==> src/rtl/mem_arbiter_pkg.sv <==
// Shared definitions for the unified-memory arbiter: state and grant encodings,
// default access timeout.
package mem_arb_defs;

  localparam logic [1:0] st_idle  = 2'd0;
  localparam logic [1:0] st_fetch = 2'd1;
  localparam logic [1:0] st_data  = 2'd2;
  localparam logic [1:0] st_derr  = 2'd3;

  localparam logic gnt_fetch = 1'b0;
  localparam logic gnt_data  = 1'b1;

  localparam int unsigned timeout_dflt = 32;

endpackage

==> src/rtl/mem_arbiter_if.sv <==
// Fetch, data and memory handshake signals of the unified-memory arbiter.
// master is the arbiter's view; slave is the requesters/memory view.
interface mem_arbiter_if;

  logic        if_req;
  logic [15:0] if_addr;
  logic [15:0] if_rdata;
  logic        if_done;
  logic        if_err;
  logic        if_stall;

  logic        d_rd;
  logic        d_wr;
  logic [15:0] d_addr;
  logic [15:0] d_wdata;
  logic [15:0] d_rdata;
  logic        d_done;
  logic        d_err;
  logic        d_stall;

  logic        mem_req;
  logic        mem_wr;
  logic [15:0] mem_addr;
  logic [15:0] mem_wdata;
  logic        mem_ack;
  logic [15:0] mem_rdata;

  modport master (
    input  if_req, if_addr, d_rd, d_wr, d_addr, d_wdata, mem_ack, mem_rdata,
    output if_rdata, if_done, if_err, if_stall, d_rdata, d_done, d_err, d_stall,
    output mem_req, mem_wr, mem_addr, mem_wdata
  );

  modport slave (
    output if_req, if_addr, d_rd, d_wr, d_addr, d_wdata, mem_ack, mem_rdata,
    input  if_rdata, if_done, if_err, if_stall, d_rdata, d_done, d_err, d_stall,
    input  mem_req, mem_wr, mem_addr, mem_wdata
  );

endinterface

==> src/rtl/mem_arbiter_timer.sv <==
// Access timeout counter: 8-bit, cleared/enabled by the arbiter, flags the last
// allowed cycle of an access.
module arb_timer
  import mem_arb_defs::*;
#(
  parameter int unsigned TIMEOUT = timeout_dflt
) (
  input  logic clk,
  input  logic rst_n,
  input  logic clr,
  input  logic en,
  output logic expired
);

  localparam logic [7:0] last_cnt = 8'(TIMEOUT - 1);

  logic [7:0] cnt_q, cnt_d;

  always_comb begin
    cnt_d = cnt_q;
    if (clr) begin
      cnt_d = '0;
    end else if (en) begin
      cnt_d = cnt_q + 8'd1;
    end
  end

  always_ff @(posedge clk) begin
    if (!rst_n) begin
      cnt_q <= '0;
    end else begin
      cnt_q <= cnt_d;
    end
  end

  assign expired = (cnt_q == last_cnt);

endmodule

==> src/rtl/mem_arbiter.sv <==
// Arbiter/sequencer serialising instruction fetch and load/store accesses onto a
// single variable-latency memory handshake, with illegal-access and timeout errors.
module mem_arbiter
  import mem_arb_defs::*;
#(
  parameter int unsigned TIMEOUT = timeout_dflt
) (
  input  logic          clk,
  input  logic          rst_n,
  mem_arbiter_if.master bus
);

  logic [1:0]  state_q, state_d;
  logic        last_q, last_d;
  logic        req_q, req_d;
  logic        wr_q, wr_d;
  logic [15:0] addr_q, addr_d;
  logic [15:0] wdata_q, wdata_d;

  logic in_fetch, in_data, in_derr, active;
  logic expired, ack, tmo, finish;
  logic d_req, d_bad;

  assign in_fetch = (state_q == st_fetch);
  assign in_data  = (state_q == st_data);
  assign in_derr  = (state_q == st_derr);
  assign active   = in_fetch | in_data;

  // Ack wins over an expiry in the same cycle.
  assign ack    = active & bus.mem_ack;
  assign tmo    = active & ~bus.mem_ack & expired;
  assign finish = ack | tmo;

  assign d_req = bus.d_rd | bus.d_wr;
  assign d_bad = d_req & ((bus.d_rd & bus.d_wr) | bus.d_addr[0]);

  arb_timer #(
    .TIMEOUT (TIMEOUT)
  ) u_timer (
    .clk     (clk),
    .rst_n   (rst_n),
    .clr     (~active),
    .en      (active & ~bus.mem_ack),
    .expired (expired)
  );

  always_comb begin
    state_d = state_q;
    last_d  = last_q;
    req_d   = req_q;
    wr_d    = wr_q;
    addr_d  = addr_q;
    wdata_d = wdata_q;
    case (state_q)
      st_idle: begin
        // Illegal data requests bypass arbitration and never reach memory.
        if (d_bad) begin
          state_d = st_derr;
        end else if (d_req && (!bus.if_req || last_q == gnt_fetch)) begin
          state_d = st_data;
          req_d   = 1'b1;
          wr_d    = bus.d_wr;
          addr_d  = bus.d_addr;
          wdata_d = bus.d_wdata;
        end else if (bus.if_req) begin
          state_d = st_fetch;
          req_d   = 1'b1;
          wr_d    = 1'b0;
          addr_d  = bus.if_addr;
          wdata_d = '0;
        end
      end
      st_fetch, st_data: begin
        if (finish) begin
          state_d = st_idle;
          req_d   = 1'b0;
        end
        if (ack) begin
          last_d = in_data ? gnt_data : gnt_fetch;
        end
      end
      default: begin
        state_d = st_idle;
        last_d  = gnt_data;
      end
    endcase
  end

  always_ff @(posedge clk) begin
    if (!rst_n) begin
      state_q <= st_idle;
      last_q  <= gnt_fetch;
      req_q   <= 1'b0;
      wr_q    <= 1'b0;
      addr_q  <= '0;
      wdata_q <= '0;
    end else begin
      state_q <= state_d;
      last_q  <= last_d;
      req_q   <= req_d;
      wr_q    <= wr_d;
      addr_q  <= addr_d;
      wdata_q <= wdata_d;
    end
  end

  assign bus.mem_req   = req_q;
  assign bus.mem_wr    = wr_q;
  assign bus.mem_addr  = addr_q;
  assign bus.mem_wdata = wdata_q;

  assign bus.if_done  = in_fetch & finish;
  assign bus.if_err   = in_fetch & tmo;
  assign bus.if_rdata = (in_fetch & ack) ? bus.mem_rdata : '0;

  assign bus.d_done  = (in_data & finish) | in_derr;
  assign bus.d_err   = (in_data & tmo) | in_derr;
  assign bus.d_rdata = (in_data & ack & ~wr_q) ? bus.mem_rdata : '0;

  assign bus.if_stall = bus.if_req & ~bus.if_done;
  assign bus.d_stall  = d_req & ~bus.d_done;

endmodule

==> src/flat_wrapper.sv <==
// flat-port wrapper written by rule: the top's interface ports become plain ports
module mem_arbiter_flat import mem_arb_defs::*;
#(
  parameter int unsigned TIMEOUT = timeout_dflt
)
  (clk, rst_n, bus_if_req, bus_if_addr, bus_d_rd, bus_d_wr, bus_d_addr, bus_d_wdata, bus_mem_ack, bus_mem_rdata, bus_if_rdata, bus_if_done, bus_if_err, bus_if_stall, bus_d_rdata, bus_d_done, bus_d_err, bus_d_stall, bus_mem_req, bus_mem_wr, bus_mem_addr, bus_mem_wdata);
  mem_arbiter_if bus_i ();
  input  logic clk;
  input  logic rst_n;
  input wire logic [$bits(bus_i.if_req)-1:0] bus_if_req;
  input wire logic [$bits(bus_i.if_addr)-1:0] bus_if_addr;
  input wire logic [$bits(bus_i.d_rd)-1:0] bus_d_rd;
  input wire logic [$bits(bus_i.d_wr)-1:0] bus_d_wr;
  input wire logic [$bits(bus_i.d_addr)-1:0] bus_d_addr;
  input wire logic [$bits(bus_i.d_wdata)-1:0] bus_d_wdata;
  input wire logic [$bits(bus_i.mem_ack)-1:0] bus_mem_ack;
  input wire logic [$bits(bus_i.mem_rdata)-1:0] bus_mem_rdata;
  output wire logic [$bits(bus_i.if_rdata)-1:0] bus_if_rdata;
  output wire logic [$bits(bus_i.if_done)-1:0] bus_if_done;
  output wire logic [$bits(bus_i.if_err)-1:0] bus_if_err;
  output wire logic [$bits(bus_i.if_stall)-1:0] bus_if_stall;
  output wire logic [$bits(bus_i.d_rdata)-1:0] bus_d_rdata;
  output wire logic [$bits(bus_i.d_done)-1:0] bus_d_done;
  output wire logic [$bits(bus_i.d_err)-1:0] bus_d_err;
  output wire logic [$bits(bus_i.d_stall)-1:0] bus_d_stall;
  output wire logic [$bits(bus_i.mem_req)-1:0] bus_mem_req;
  output wire logic [$bits(bus_i.mem_wr)-1:0] bus_mem_wr;
  output wire logic [$bits(bus_i.mem_addr)-1:0] bus_mem_addr;
  output wire logic [$bits(bus_i.mem_wdata)-1:0] bus_mem_wdata;
  assign bus_i.if_req = bus_if_req;
  assign bus_i.if_addr = bus_if_addr;
  assign bus_i.d_rd = bus_d_rd;
  assign bus_i.d_wr = bus_d_wr;
  assign bus_i.d_addr = bus_d_addr;
  assign bus_i.d_wdata = bus_d_wdata;
  assign bus_i.mem_ack = bus_mem_ack;
  assign bus_i.mem_rdata = bus_mem_rdata;
  assign bus_if_rdata = bus_i.if_rdata;
  assign bus_if_done = bus_i.if_done;
  assign bus_if_err = bus_i.if_err;
  assign bus_if_stall = bus_i.if_stall;
  assign bus_d_rdata = bus_i.d_rdata;
  assign bus_d_done = bus_i.d_done;
  assign bus_d_err = bus_i.d_err;
  assign bus_d_stall = bus_i.d_stall;
  assign bus_mem_req = bus_i.mem_req;
  assign bus_mem_wr = bus_i.mem_wr;
  assign bus_mem_addr = bus_i.mem_addr;
  assign bus_mem_wdata = bus_i.mem_wdata;
  mem_arbiter #(.TIMEOUT(TIMEOUT)) u_core (.clk(clk), .rst_n(rst_n), .bus(bus_i));
endmodule
==> config.mk <==
export PLATFORM = sky130hd
export DESIGN_NAME = mem_arbiter_flat
export DESIGN_NICKNAME = d
export VERILOG_FILES = /design/src/rtl/mem_arbiter_pkg.sv /design/src/rtl/mem_arbiter_if.sv /design/src/rtl/mem_arbiter_timer.sv /design/src/rtl/mem_arbiter.sv /design/src/flat_wrapper.sv
export SDC_FILE = /design/constraint.sdc
export NUM_CORES = 1
export LEC_CHECK = 0
export CAP_MARGIN = 20
export CORE_MARGIN = 8
export CORE_UTILIZATION = 40
export DETAILED_ROUTE_END_ITERATION = 10
export GPL_TIMING_DRIVEN = 0
export PLACE_DENSITY = 0.9
export RECOVER_POWER = 50
export SETUP_SLACK_MARGIN = 0.15
export SKIP_LAST_GASP = 1
export SLEW_MARGIN = 10
export SYNTH_ARGS = -nofsm -noshare
export SYNTH_HDL_FRONTEND = slang
export SYNTH_SLANG_ARGS = --single-unit
export TNS_END_PERCENT = 50
==> constraint.sdc <==
create_clock -name clk -period 3.9 [get_ports clk]
set_clock_uncertainty 0.15 [all_clocks]
set_input_delay 0.39 -clock clk [delete_from_list [all_inputs] [get_ports clk]]
set_output_delay 0.39 -clock clk [all_outputs]
set_load 0.02 [all_outputs]
-- After elaboration in Yosys (flattened, before gate mapping)
Index checks and enable logic that the tools add are counted.
- equal/unequal tests: 9
- reduce and logical (&&, ||, !) cells: 12
- bitwise operators: 27
- muxes and demuxes: 21
- add/sub/neg operators: 1
- operator list (kind ; number):
    16-bit 2-to-1 mux ; 6
    1-bit bitwise AND ; 14
    8-bit by 1-bit adder with 8-bit output (second input constant) ; 1
    8-bit by 5-bit == test with 1-bit output (second input constant) ; 1
    1-bit 2-to-1 mux ; 8
    2-bit 2-to-1 mux ; 4
    1-bit NOT ; 7
    1-bit OR ; 6
    2-bit AND reduction ; 3
    2-bit == test (second input constant) ; 2
    2-bit by 1-bit != test with 1-bit output (second input constant) ; 2
    4-bit by 2-bit != test with 1-bit output (second input constant) ; 1
    1-bit case mux with 2 select lines ; 2
    2-bit case mux with 2 select lines ; 1
    4-bit AND reduction ; 1
    2-bit nonzero test ; 2
    3-bit by 2-bit != test with 1-bit output (second input constant) ; 1
    3-bit AND reduction ; 1
    2-bit by 1-bit == test with 1-bit output (second input constant) ; 1
    2-bit zero test ; 1
    2-bit != test (second input constant) ; 1
    2-bit OR reduction ; 1
    1-bit logical AND ; 1
    1-bit zero test ; 1
    1-bit logical OR ; 1
- output and inout port bits: 72
- register bits: 45
- bits of input ports: 70
- logic and storage cells: 77

-- Depth between registers and ports, before layout
- depth after elaboration: 9
- gate-level depth with buffers: 7
- depth with buffers taken out: 6

-- Cells and area by module
From an unflattened synthesis, not the netlist that was laid out.
- cells, all modules: 280
- area total of the unflattened synthesis: 2436.1 um2
- modules (own cells, without submodules) (module ; area an instance (um2) ; cells each ; instances ; seq. area each (um2)):
    mem_arbiter ; 2075.7 ; 240 ; 1 ; 740.7
    arb_timer ; 360.3 ; 40 ; 1 ; 160.2

-- Worst setup path after synthesis
Ideal clock, no wire load.
- path type: flip-flop to output port
- from: register u_core.state_q[0]
- to: output bus_d_rdata[10]
- slack: 1758 ps
- cell stages (with the launch flop): 7
- data arrival time: 1602 ps
- buffers on the path: 1
- cells stage by stage: dfxtp_1 inv_1 ha_1 nand2_1 nor3b_2 clkbuf_1 and2_1
- longest elaborated chain between the ends: 6
- RTL lines (what ; line ; source):
    from (decl) ; mem_arbiter.sv:13 ; logic [1:0] state_q, state_d;
    from (signal assigned) ; mem_arbiter.sv:91 ; state_q <= st_idle;
    from (signal assigned) ; mem_arbiter.sv:98 ; state_q <= state_d;
    2-bit by 1-bit == test with 1-bit output / 2-bit == test (equally long branches) ; mem_arbiter.sv:24, mem_arbiter.sv:25 ;
    1-bit OR ; mem_arbiter.sv:27 ; assign active = in_fetch | in_data;
    1-bit bitwise AND ; mem_arbiter.sv:30 ; assign ack = active & bus.mem_ack;
    1-bit bitwise AND * (2 in a row) ; mem_arbiter.sv:118 ; assign bus.d_rdata = (in_data & ack & ~wr_q) ? bus.mem_rdata : '0;
    16-bit 2-to-1 mux * ; mem_arbiter.sv:118 ;
    to (decl) ; flat_wrapper.sv:22 ; output wire logic [$bits(bus_i.d_rdata)-1:0] bus_d_rdata;
Mark *: on every way between the ends. The rest lies on a longest branch, timed or not.

-- Worst setup path after layout
- from: register u_core.state_q[0]
- to: output bus_d_rdata[7]
Same word-level chain as after synthesis.

==> flow_summary.json <==
{
  "run_status": "finished, final reports clean",
  "rsz0062_at_grt": "false",
  "fmax_mhz": 298,
  "whs_path_depth": 2,
  "synth_edf_count": 0,
  "path_cells": "inv_1 -> ha_1 -> nand2_1 -> nor3b_2 -> clkbuf_1 -> and2_1 -> clkdlybuf4s50_1",
  "power_mw": 1.81,
  "powerDensity_mw_per_mm2": 442,
  "seq_area_um2": 901,
  "grt_pass1_wl_um": 13700,
  "final-hold-violation-count": 0,
  "p_seq_frac": 0.330,
  "grt_max_degree": 16,
  "drv_slew": 0,
  "slowest_delay_ns": 0.62,
  "yosysMostFrequentCell": "dfxtp_1",
  "pwr-share-clk": 0.164,
  "coreArea_mm2": 0.00624,
  "period_needed_ns": 3.36,
  "antenna_cells": 0,
  "crit_path_max_fanout": 10,
  "track_usage": 0.185,
  "combPwrFrac": 0.506,
  "multiInputGateArea_mm2": 0.00149,
  "drc": 0,
  "fin_crit_sh": 0.861,
  "end_kind": "output pin",
  "syn_area_per_cell_um2": 9.14,
  "die_h_um": 95.7,
  "grt-ovfl-total": 0,
  "antenna_found_initial": 0,
  "vias": 2609,
  "clk_pin_slew_ns": 0.09,
  "cp_slowest_cell": "clkdlybuf4s50_1",
  "netlist_top_cells_area": "dfxtp_1, mux2i_1, o211a_1, o211ai_1, and2_1",
  "portBuffers": 139,
  "synth_seq_area_share": 0.355,
  "io_pins": 142,
  "routed_wl_um": 8390,
  "p_leak_nw": 1.90,
  "design.die.area_mm2": 0.00916,
  "wire_per_inst_um": 16.7,
  "use_met1": 0.203,
  "busiest_layer": "met2",
  "cts_sinks": 45,
  "grt_pass1_vias": 2777,
  "slew_headroom": 0.487,
  "p_switching_uw": 720,
  "grtUsageMet2": 0.333,
  "p_sw_frac": 0.397,
  "numCtsBuffers": 5,
  "cp.arrival_ns": 2.82,
  "synth_nets": 354,
  "synth_top_area_share": 0.355,
  "ys_dominant_reg_cell": "dfxtp_1",
  "synth_cell_type_count": 38,
  "setup_viol": 0,
  "nets": 500,
  "dr.pass1.iters": 4,
  "die_w_um": 95.7,
  "cts_resized": 0,
  "viasPerCell": 5.20,
  "drtIter0Drc": 65,
  "dp.final_hpwl_um": 6890,
  "gp_congestion": 0.812,
  "use_met3": 0.0663,
  "initial_core_util": 0.407,
  "drive_gt1_frac": 0.0565,
  "cts_root_buf": "clkbuf_8",
  "cts-htree-levels": 2,
  "ir_drop_v": 0.000207,
  "yosys.area.top_type": "dfxtp_1",
  "worst_pin_slew_ns": 0.770,
  "synth_seq_cells": 45,
  "clockBufferDepth": 2,
  "area_growth_pct": 61.5,
  "start_kind": "flop",
  "fillers": 543,
  "crit_type": "reg -> out",
  "postRouteAntennaNets": 0,
  "post-cts-setup-buffers": 0,
  "worst_hold_path_type": "reg -> reg",
  "rows": 29,
  "netlist_top_cells_count": "dfxtp_1, mux2i_1, nand2_1",
  "final.setup.tns_ns": 0,
  "ctsHoldBuffers": 0,
  "cap_violations": 0,
  "synth_warnings": 0,
  "syn_area_mm2": 0.00254,
  "clkLatencyLatePin_ns": 0.30,
  "crit_required_ns": 3.36,
  "cts_tree": "built",
  "synthArstFlopShare": 0,
  "p_int_mw": 1.09,
  "syn_inst": 278,
  "rr_worst_depth": 5
}
power groups by stage:
stage | clock network, mW | logic, mW | registers, mW
finish | 0.297 | 0.917 | 0.598
global route | 0.321 | 0.990 | 0.609
CTS | 0.301 | 0.958 | 0.600
detailed placement | 0 | 0.954 | 0.610
global placement | 0 | 0.939 | 0.605
floorplan | 0 | 0.469 | 0.684
path summary, 6_finish.rpt:
| path | slack (ns) | endpoint | from |
|---|---|---|---|
| worst max-delay path | 0.54 | bus_d_rdata[7] | u_core.state_q[0] |
| worst min register to register | 0.31 | u_core.bus.mem_wdata[3] | u_core.bus.mem_wdata[3] |
| worst max register to register | 1.58 | u_core.bus.mem_wdata[6] | u_core.state_q[0] |
| worst min-delay path | 0.31 | u_core.bus.mem_wdata[3] | u_core.bus.mem_wdata[3] |
final cells by class:
type                       count  share of cell area
buffer                        24              0.0302
clock buffer                   5              0.0168
clock inverter                 3             0.00549
inverter                       3             0.00274
multi-input combinational    206               0.363
sequential                    45               0.219
tap                           77              0.0235
timing repair buffer         139               0.339
cell families (layout without fill, tap and decap cells):
family | after synthesis | in the layout | synth area share
flip-flops | 45 | 45 | 0.355
adder cells (fa/ha/maj) | 6 | 6 | 0.0295
XOR/XNOR | 8 | 8 | 0.0276
buffers and inverters | 27 | 174 | 0.0576
AND/OR/NAND/NOR | 109 | 109 | 0.227
multiplexers | 36 | 36 | 0.142
AO/OA/AOI/OAI | 47 | 47 | 0.161
per-layer routing:
layer  up-vias  wire length (um)
met1      1238              3370
met2        80              4290
met5         -                 0
met3         9               663
met4         0                72
li1       1282                 -
critical path: cells and delay by family (launching register included):
family | cells | cell delay, ns
adders and majority gates | 1 | 0.39
and+or+nand+nor | 3 | 0.65
buffers and inverters | 3 | 1.05
DFF | 1 | 0.43
per-stage QoR:
step / hold WS, ns / worst slack, ns / std cells / util / area, um2
global route: 0.331 / 0.349 / 502 / 0.658 / 4110
global placement: 0.293 / 0.950 / 494 / 0.646 / 4030
detailed placement: 0.303 / 0.883 / 494 / 0.646 / 4030
CTS: 0.317 / 0.544 / 502 / 0.660 / 4120
floorplan: 0.322 / 1.76 / 278 / - / 2540
finish: 0.309 / 0.542 / 502 / 0.658 / 4110
state kept, by name, summed over array words and instances (netlist names):
| register | count |
|---|---|
| u_core.bus.mem_addr | 16 |
| u_core.bus.mem_req | 1 |
| u_core.bus.mem_wdata | 16 |
| u_core.bus.mem_wr | 1 |
| u_core.last_q | 1 |
| u_core.state_q | 2 |
| u_core.u_timer.cnt_q | 8 |
cells in the final DEF, fill, tap and decap left out, types with 2 or more instances in the layout:
| cell type | instances |
|---|---|
| clkdlybuf4s50_1 | 103 |
| dfxtp_1 | 45 |
| dlygate4sd3_1 | 36 |
| mux2i_1 | 35 |
| nand2_1 | 30 |
| and3_1 | 18 |
| and2_1 | 18 |
| nand3_1 | 17 |
| o211ai_1 | 16 |
| o211a_1 | 16 |
| clkbuf_1 | 15 |
| nor2_1 | 15 |
| xor2_1 | 8 |
| ha_1 | 6 |
| clkbuf_8 | 5 |
| buf_4 | 4 |
| inv_1 | 3 |
| a21oi_1 | 3 |
| buf_2 | 3 |
| nand4_1 | 3 |
| buf_6 | 2 |
| nand2b_1 | 2 |
| and4b_1 | 2 |
| clkinv_4 | 2 |
(Power assumes the default switching activity.)
==> variant 1 (same flow settings) <==
Take the reset off `addr_q` and load it in a clocked block of its own.
--- a/src/rtl/mem_arbiter.sv
+++ b/src/rtl/mem_arbiter.sv
@@ -92,16 +92,18 @@
       last_q  <= gnt_fetch;
       req_q   <= 1'b0;
       wr_q    <= 1'b0;
-      addr_q  <= '0;
       wdata_q <= '0;
     end else begin
       state_q <= state_d;
       last_q  <= last_d;
       req_q   <= req_d;
       wr_q    <= wr_d;
-      addr_q  <= addr_d;
       wdata_q <= wdata_d;
     end
+  end
+
+  always_ff @(posedge clk) begin
+    addr_q <= addr_d;
   end
 
   assign bus.mem_req   = req_q;
Formal check against the unedited RTL: not equivalent (Yosys sat finds a counterexample within 4 cycles, from zero or initial values and one cycle with rst_n low).
==> variant 1 against the unedited design <==
Synthesized area is 3.8% lower; total power is 1.2% lower; routed wire length is 8.7% lower; sequential cell count stayed put; cell area is 4.1% lower; worst setup slack better by 0.054 ns; synthesized cell count is 15% lower; final cell count is 8.8% lower; register-to-register slack worse by 0.11 ns.
==> variant 1: results (changes against the unedited design) <==
metal1 wirelength=3190 um (-5.3%); vias per cell=4.99 (-4.0%); synth unique cells=41 (+7.9%); met3 WL post-DR=487 um (-27%); R2R setup slack=1.47 ns (-0.11 ns); synthesized area=2440 sq um (-3.8%); first-pass GRT wire length=12,100 um (-11%); Slew headroom=12.4% (-36 points); dpl cell area=3940 sq um (-2.2%); Post-Syn Nets=311 (-12%); Cells after DPL=450 (-8.9%); synth top area cells=dfxtp_1, edfxtp_1, mux2_2; vias in the first global route=2,288 (-18%); syn avg cell area=10.4 sq um (+14%); Routed wire per std cell=16.7 um (+0.12%); outcome=completed; layout cells sized above 1=12.5% (+6.9 points); number of synthesized flops with an enable pin=16 (+16); pre-CTS setup slack=0.888 ns (+0.00465 ns); Peak Freq=303 MHz (+1.6%); routed length on met2=3920 um (-8.5%); nets=458 (-8.4%); initial DRC count=55 (-15%); WHS=0.277 ns (-0.0322 ns); Post-synth top cells=dfxtp_1, nand3_1, and3_1; Tot GR Track Use=17.2% (-1.3 points); IO buf count=140 (+0.72%); min-delay worst type=primary input to flip-flop; top cell type's share of synthesized area=23.7% (-12 points); Pleak=1.56 nW (-18%); worst vdd ir=0.000224 V (+8.5%)
-- variant 1: routing by layer --
layer | vias up | GRT usage (%)
li1 | 1134 | -
met1 | 1074 | 20.5
met2 | 68 | 29.7
met3 | 9 | 4.72
met4 | 0 | 3.96
met5 | - | 0
-- variant 1: worst register-to-register path, stage by stage, from the launching register on --
cell and delay, ns:
dfxtp_1 0.35, inv_1 0.11, ha_1 0.28, o311ai_0 0.44, buf_6 0.30, inv_1 0.44
-- variant 1: worst paths after layout --
kind | from | endpoint | cells past startpoint
max | u_core.state_q[0] | bus_d_rdata[11] | 7
min | rst_n | u_core.bus.mem_req | 3
max reg2reg | u_core.state_q[1] | u_core.bus.mem_addr[3] | 5
min reg2reg | u_core.bus.mem_wdata[15] | u_core.bus.mem_wdata[15] | 2
-- variant 1: final cells by class --
type	instances	area, sq um
plain buffers	16	75.1
clock buffers	5	68.8
clock inverters	3	21.3
fillers	496	1980
inverters	4	15.0
multi-input cells	170	1200
flip-flops and latches	45	1060
well taps	75	93.8
repair buffers	140	1400
-- variant 1: cell families after synthesis --
logic type,share of synthesized area [%]
buf+inv,4.45
flops,43.4
compound gates,10.7
fa+ha+maj,3.07
xor+xnor,2.87
mux,8.60
simple gates,26.9
-- variant 1: power by group --
part | total [mW] | switching (mW) | leakage, nW | internal [mW]
clock network | 0.292 | 0.165 | 0.0445 | 0.127
logic | 0.852 | 0.475 | 1.13 | 0.377
registers | 0.646 | 0.0500 | 0.387 | 0.596
==> variant 2 (same flow settings) <==
Without the edit above. The package constant `timeout_dflt` goes from 32 to 24.
--- a/src/rtl/mem_arbiter_pkg.sv
+++ b/src/rtl/mem_arbiter_pkg.sv
@@ -10,7 +10,7 @@
   localparam logic gnt_fetch = 1'b0;
   localparam logic gnt_data  = 1'b1;
 
-  localparam int unsigned timeout_dflt = 32;
+  localparam int unsigned timeout_dflt = 24;
 
 endpackage
 
Function: no difference found for any inputs over 10 cycles, from zero or initial values and one cycle with rst_n low; that may be too few to reach the edited logic, so the function may still have changed.
==> variant 2 against the unedited design <==
Via count down 1.1%; synthesized area shrank 6.3%; routed wire length shrank 4.2%; register-to-register slack is essentially flat; total power grew 7.3%; worst setup slack worse by 0.040 ns; cell area is 3.3% lower; sequential cell count did not move; sequential power is 3.8% higher; synthesized cell count fell by 1.4%; hold slack got worse by 0.013 ns; sequential share of layout area up 0.75 points; critical path type unchanged; largest cell class unchanged.
==> variant 2: results (changes against the unedited design) <==
clock share of power=18.1% (+1.7 points); layout cells sized above 1=3.32% (-2.3 points); met3 WL post-DR=803 um (+21%); Tot GR Track Use=18.0% (-0.44 points); Reg2Reg Launch Point=u_core.state_q[1]; switch share=39.2% (-0.54 points); Worst-Margin Slew=0.474 ns (-0.296 ns); pre-CTS setup slack=0.805 ns (-0.0782 ns); worst vdd ir=0.000326 V (+58%); final WL=8040 um (-4.2%); IO buf count=140 (+0.72%); synth unique cells=36 (-5.3%); dpl cell area=3880 sq um (-3.8%); Worst Hold Launch=u_core.bus.mem_wdata[14]; Seq. pwr=621 uW (+3.8%); outcome=completed; Max FO, Critical Path=6 (-4); largest net degree at the start of global routing=15 (-1); Cells after DPL=489 (-1.0%); Post-Syn Nets=350 (-1.1%); first-pass GRT wire length=12,800 um (-6.3%); syn avg cell area=8.69 sq um (-4.9%); FILL cells=472 (-13%); crit path time final=3.40 ns (+0.0398 ns); WHS=0.296 ns (-0.0129 ns); routed length on met2=3780 um (-12%); fin cells=497 (-1.0%); DR vias=2,581 (-1.1%); reg2reg end=u_core.bus.mem_addr[13]; Hold EP=u_core.bus.mem_wdata[14]; worst setup path endpoint=bus_d_stall; metal1 wirelength=3190 um (-5.3%); DP Wirelength=6570 um (-4.7%); Pleak=1.87 nW (-1.8%); WP data arrival=2.86 ns (+0.04 ns); vias in the first global route=2,722 (-2.0%); synth top area cells=dfxtp_1, mux2i_1, o211a_1
-- variant 2: final cells by class --
class | count | area (sq um) | area share [%]
timing repair buffer | 140 | 1400 | 35.3
clock inverter | 2 | 38.8 | 0.977
tap | 75 | 93.8 | 2.36
clock buffer | 6 | 72.6 | 1.83
sequential | 45 | 901 | 22.7
inverter | 4 | 15.0 | 0.378
multi-input combinational | 204 | 1360 | 34.3
buffer | 21 | 85.1 | 2.14
-- variant 2: kinds of logic after synthesis --
group | Yosys count | share of synthesized area [%]
mux | 19 | 7.99
compound gates | 49 | 16.8
flops | 45 | 37.8
fa+ha+maj | 7 | 3.57
xor+xnor | 7 | 2.57
simple gates | 122 | 26.8
buf+inv | 25 | 4.47
-- variant 2: routing by layer --
metal / vias to the layer above / track usage (%)
met5: - / 0
met4: 0 / 7.11
met3: 21 / 8.25
met2: 105 / 30.5
met1: 1184 / 19.1
li1: 1271 / -
